`config.mk`:
```
export PLATFORM = sky130hd
export DESIGN_NAME = tx_packet_arbiter
export DESIGN_NICKNAME = d
export VERILOG_FILES = /design/src/rtl/tx_packet_arbiter_pkg.sv /design/src/rtl/tx_packet_arbiter_rr_pick.sv /design/src/rtl/tx_packet_arbiter.sv
export SDC_FILE = /design/constraint.sdc
export NUM_CORES = 1
export LEC_CHECK = 0
export ABC_AREA = 1
export CAP_MARGIN = 0
export CORE_MARGIN = 2
export CORE_UTILIZATION = 34
export DETAILED_ROUTE_END_ITERATION = 16
export PLACE_DENSITY_LB_ADDON = 0.25
export RECOVER_POWER = 100
export SLEW_MARGIN = 0
export SYNTH_ARGS = -nofsm -noshare
export SYNTH_HDL_FRONTEND = slang
export SYNTH_SLANG_ARGS = --single-unit
```
`constraint.sdc`:
```
create_clock -name clk -period 4.3 [get_ports clk]
set_input_delay 1.075 -clock clk [delete_from_list [all_inputs] [get_ports clk]]
set_output_delay 1.075 -clock clk [all_outputs]
set_load 0.01 [all_outputs]
```
`src/rtl/tx_packet_arbiter_pkg.sv`:
```
`default_nettype none
// ============================================================================
// Module   : tx_packet_arbiter_pkg
// Brief    : Shared FSM encoding, header tag and requester ids for the arbiter
// Revision : 1.0
// ============================================================================
package tx_packet_arbiter_pkg;

    typedef enum logic [1:0] {
        ST_IDLE   = 2'd0,
        ST_HEADER = 2'd1,
        ST_DATA   = 2'd2
    } state_t;

    localparam logic [4:0] HDR_TAG_DEFAULT = 5'b10100;
    localparam int         REQ_MCP         = 0;
    localparam int         REQ_CCD         = 1;

    function automatic logic [7:0] make_header(input logic [4:0] tag, input logic [2:0] id);
        return {tag, id};
    endfunction

endpackage
`default_nettype wire

```
`src/rtl/tx_packet_arbiter_rr_pick.sv`:
```
`default_nettype none
// ============================================================================
// Module   : tx_packet_arbiter_rr_pick
// Brief    : Combinational round-robin picker, search starts after last_grant
// Revision : 1.0
// ============================================================================
module tx_packet_arbiter_rr_pick #(
    parameter int NUM_REQ = 2
) (
    input  logic [NUM_REQ-1:0] req,
    input  logic [2:0]         last_grant,
    output logic [2:0]         winner,
    output logic               found
);
    localparam int IDXW = (NUM_REQ > 1) ? $clog2(NUM_REQ) : 1;

    logic [IDXW-1:0] idx;

    always_comb begin
        winner = last_grant;
        found  = 1'b0;
        idx    = '0;
        for (int off = 1; off <= NUM_REQ; off++) begin
            idx = IDXW'((32'(last_grant) + 32'(off)) % 32'(NUM_REQ));
            if (!found && req[idx]) begin
                found  = 1'b1;
                winner = 3'(idx);
            end
        end
    end

endmodule
`default_nettype wire

```
`src/rtl/tx_packet_arbiter.sv`:
```
`default_nettype none
// ============================================================================
// Module   : tx_packet_arbiter
// Brief    : Round-robin packet arbiter for the tx FIFO write port, with header
// Revision : 1.0
// ============================================================================
module tx_packet_arbiter
    import tx_packet_arbiter_pkg::*;
#(
    parameter int         NUM_REQ = 2,
    parameter logic [4:0] HDR_TAG = HDR_TAG_DEFAULT,
    parameter int         MAX_LEN = 4096
) (
    input  logic                   clk,
    input  logic                   rst_n,
    input  logic                   enable,
    input  logic [NUM_REQ-1:0]     req_valid,
    input  logic [8*NUM_REQ-1:0]   req_data,
    input  logic [NUM_REQ-1:0]     req_last,
    output logic [NUM_REQ-1:0]     req_ready,
    input  logic                   tx_fifo_wfull,
    output logic                   tx_fifo_winc,
    output logic [7:0]             tx_fifo_wdata,
    output logic                   busy,
    output logic [2:0]             grant_id,
    output logic                   trunc_err
);
    localparam int              IDXW     = (NUM_REQ > 1) ? $clog2(NUM_REQ) : 1;
    localparam int              CNT_W    = (MAX_LEN > 1) ? $clog2(MAX_LEN) : 1;
    localparam logic [CNT_W-1:0] LAST_CNT = CNT_W'(MAX_LEN - 1);

    state_t           state_q, state_d;
    logic [2:0]       grant_q, grant_d;
    logic [CNT_W-1:0] byte_cnt_q, byte_cnt_d;
    logic             trunc_err_q, trunc_err_d;

    logic [2:0]       pick_id;
    logic             pick_found;
    logic [IDXW-1:0]  g_idx;
    logic             g_valid;
    logic             g_last;
    logic [7:0]       g_data;

    tx_packet_arbiter_rr_pick #(
        .NUM_REQ (NUM_REQ)
    ) u_rr_pick (
        .req        (req_valid),
        .last_grant (grant_q),
        .winner     (pick_id),
        .found      (pick_found)
    );

    // grant_q doubles as last_grant: it keeps the previous winner while idle
    assign g_idx   = grant_q[IDXW-1:0];
    assign g_valid = req_valid[g_idx];
    assign g_last  = req_last[g_idx];
    assign g_data  = req_data[{g_idx, 3'b000} +: 8];

    always_comb begin
        state_d       = state_q;
        grant_d       = grant_q;
        byte_cnt_d    = byte_cnt_q;
        trunc_err_d   = 1'b0;
        tx_fifo_winc  = 1'b0;
        tx_fifo_wdata = 8'h00;
        req_ready     = '0;
        case (state_q)
            ST_IDLE: begin
                if (enable && pick_found) begin
                    grant_d    = pick_id;
                    byte_cnt_d = '0;
                    state_d    = ST_HEADER;
                end
            end
            ST_HEADER: begin
                if (!tx_fifo_wfull) begin
                    tx_fifo_winc  = 1'b1;
                    tx_fifo_wdata = make_header(HDR_TAG, grant_q);
                    state_d       = ST_DATA;
                end
            end
            ST_DATA: begin
                if (g_valid && !tx_fifo_wfull) begin
                    req_ready[g_idx] = 1'b1;
                    tx_fifo_winc     = 1'b1;
                    tx_fifo_wdata    = g_data;
                    byte_cnt_d       = byte_cnt_q + 1'b1;
                    // a real last byte at the length limit is a normal end
                    if (g_last) begin
                        state_d = ST_IDLE;
                    end else if (byte_cnt_q == LAST_CNT) begin
                        state_d     = ST_IDLE;
                        trunc_err_d = 1'b1;
                    end
                end
            end
            default: state_d = ST_IDLE;
        endcase
    end

    always_ff @(posedge clk or negedge rst_n) begin
        if (!rst_n) begin
            state_q     <= ST_IDLE;
            grant_q     <= 3'(NUM_REQ - 1);
            byte_cnt_q  <= '0;
            trunc_err_q <= 1'b0;
        end else begin
            state_q     <= state_d;
            grant_q     <= grant_d;
            byte_cnt_q  <= byte_cnt_d;
            trunc_err_q <= trunc_err_d;
        end
    end

    assign busy      = (state_q != ST_IDLE);
    assign grant_id  = grant_q;
    assign trunc_err = trunc_err_q;

endmodule
`default_nettype wire

```
==> metrics <==
area delta synth->final=32.2%; Post-Synthesis Mean Instance Area=6.51 sq um; Max Transition Viols Final=0; Final Cell Area=between 1500 and 2000 sq um; startpoint class of the critical path=primary input; Root Driver=clkbuf_8; FF+latch count, synth=16; worst path bufs/invs=4; placed cell area=1700 sq um; diode count=0; total congestion overflow=0; worst-skew pair later-pin latency=approximately 0.25 ns; crit share post-route=0.935; first-pass GRT wire length=5220 microns; Routed WL per cell=10.9 microns; CP top delay family=buffers and inverters; Critical Path AT=a little under 3 ns; cts bufs inserted=3; worst path required time=3.22 ns; Synth area leaders=dfrtp_1, nand2_1, nand3_1; initial antenna violation count=0; fillers=379; DRC=0; crit path time final=4.02 ns; Port Buf Inserts=37; Seq/Total Area, Yosys=0.309; cells after synthesis=200; Largest stage delay, worst path=0.60 ns; maxcap violations=0; CP max-delay cell=dlygate4sd3_1; Clock Tree Buf Depth=2; worst rel slew slack=0.490; Final nets=~270; Yosys cell types=28; CTS tree=done; die height=65.9 microns; first-pass detailed-route iteration total=4; Final HPWL DP=2390 microns; Routed Antenna Nets=0; Cell Area, Synth=1300 sq um; Final Hold Fails=0; Detailed Route Iter0 Violations=90; Worst setup EP type=output pin; worst min-delay path class=reg2reg; Die ar.=~4300 sq um; routed via count=1334; sum of negative setup slack=0 ns; Core Util, Final=0.470; Rows=22; cell area power density=413 nW/um^2; final setup vio count=0; post-synth top area share=0.288; gr usage total=0.154; worst slew pin tran=0.763 ns; Fmax achieved=249 MHz; # resized after CTS=0; crit-path max FO=6; H-tree level count=1; Crit Path Class=in2out; vias in the first global route=1221; Core Area=3660 sq um; RSZ-0062 raised after global routing=no; worst vdd ir=0.000313 V; Hold-fix buffers, CTS=0; crit-path most repeated cell=nand2_1; Yosys top cell by area=dfrtp_1; Clock Sinks=16; postcts setup bufs=0; layout cells sized above 1=0.0508; worst reg2reg path startpoint=grant_id[0]; pin count of the biggest net entering global routing=18; Final Skew=0.00248 ns; Hold Slack=approximately 0.52 ns; CP startpoint=req_valid[1]; gpl congestion=between 0.7 and 0.8; Pleak=0.000809 uW; DIE WIDTH=65.9 microns; Hold Startpoint=state_q[0]; Starting Density=0.355; Syn. warnings=0; status=finished, final reports clean; mean number of vias per cell=about 4.7; crit-path cells=clkdlybuf4s50_1 > inv_1 > nand2_1 > nand3_4 > nor2_2 > nand2_1 > inv_1 > nand2_1 > nand2_1 > dlygate4sd3_1; IO Count=40; WL final=3090 microns; Reg clk slew, reported paths=0.07 ns
logic make-up (layout without fill, tap and decap cells):
family / count (synthesis) / after routing / share of synthesized area
flops: 16 / 16 / 0.309
compound gates: 22 / 22 / 0.107
simple gates: 123 / 123 / 0.429
fa+ha+maj: 4 / 4 / 0.0385
buf+inv: 34 / 69 / 0.114
other cells: 1 / 2 / 0.00288
through the flow:
stage	total power, uW	setup WS (ns)	instances
after floorplan	501	1.37	201
after global placement	621	0.336	280
after detailed placement	620	0.301	280
after CTS	761	0.298	284
after global routing	783	0.0681	284
final	710	0.281	284
metal layers:
layer  vias to the layer above  track usage  wire (microns)
met5                         -            0               0
met4                         0       0.0313              23
met3                         2       0.0409             137
met2                        31        0.253            1460
met1                       584        0.204            1470
li1                        717            -               -
synthesized netlist by cell type (all sizes together):
cell	n
a21o	1
a21oi	8
buf	7
conb	1
dfrtp	15
dfstp	1
ha	4
inv	27
nand2	64
nand3	31
nand4	8
nor2	16
nor3	1
nor3b	1
nor4	1
o21ai	13
or2	1
power by group:
| part | internal, uW | leakage (uW) | total (uW) | switching [uW] |
|---|---|---|---|---|
| Sequential | 175 | 0.000216 | 208 | 33.1 |
| Clock | 81.3 | 0.0000288 | 136 | 54.5 |
| Combinational | 134 | 0.000563 | 366 | 232 |
final timing paths:
check	end	slack (ns)	cells past startpoint
setup / recovery	tx_fifo_wdata[2]	0.28	10
hold / removal	state_q[0]	0.52	2
setup reg to reg	byte_cnt_q[2]	1.91	6
hold reg to reg	state_q[0]	0.52	2
max in group asynchronous	byte_cnt_q[2]	2.49	1
min in group asynchronous	byte_cnt_q[11]	1.34	1
worst register-to-register path, cell delays in order (launching register included):
cell and delay, ns:
dfstp_1 0.79, inv_2 0.11, nand2_1 0.13, nand3_4 0.10, a21oi_1 0.41, nand2_1 0.45
o21ai_0 0.30
flip-flops by register name, summed over array words and instances, names as in the netlist:
register    flops
grant_id        1
trunc_err       1
state_q         2
byte_cnt_q     12
area by class of cell:
| cell class | count | area, sq um | share of cell area |
|---|---|---|---|
| multi-input combinational | 151 | 724 | 0.421 |
| sequential | 16 | 402 | 0.233 |
| timing repair buffer | 38 | 378 | 0.220 |
| inverter | 27 | 101 | 0.0589 |
| tap | 48 | 60.1 | 0.0349 |
| clock buffer | 4 | 55.1 | 0.0320 |
cell usage in the layout (no fill, tap or decap):
master           netlist  final
nor2_2                 2      2
o21ai_2                4      1
o21ai_0                5     12
or2_2                  1      1
clkbuf_8               0      4
buf_4                  3      1
conb_1                 1      2
inv_2                  1      1
nor3b_1                1      1
nand2_1               62     63
nand2_2                1      1
nand4_1                8      8
dlygate4sd3_1          0     12
clkdlybuf4s50_1        0     25
a21oi_1                7      8
nand3_1               30     30
inv_1                 26     26
ha_1                   4      4
nor3_1                 1      1
dfstp_1                0      1
dfrtp_1               15     15
a21o_1                 1      1
nor4_1                 1      1
nand3_4                1      1
nor2_1                14     14
Note: power is estimated with default switching activity, not from simulation.
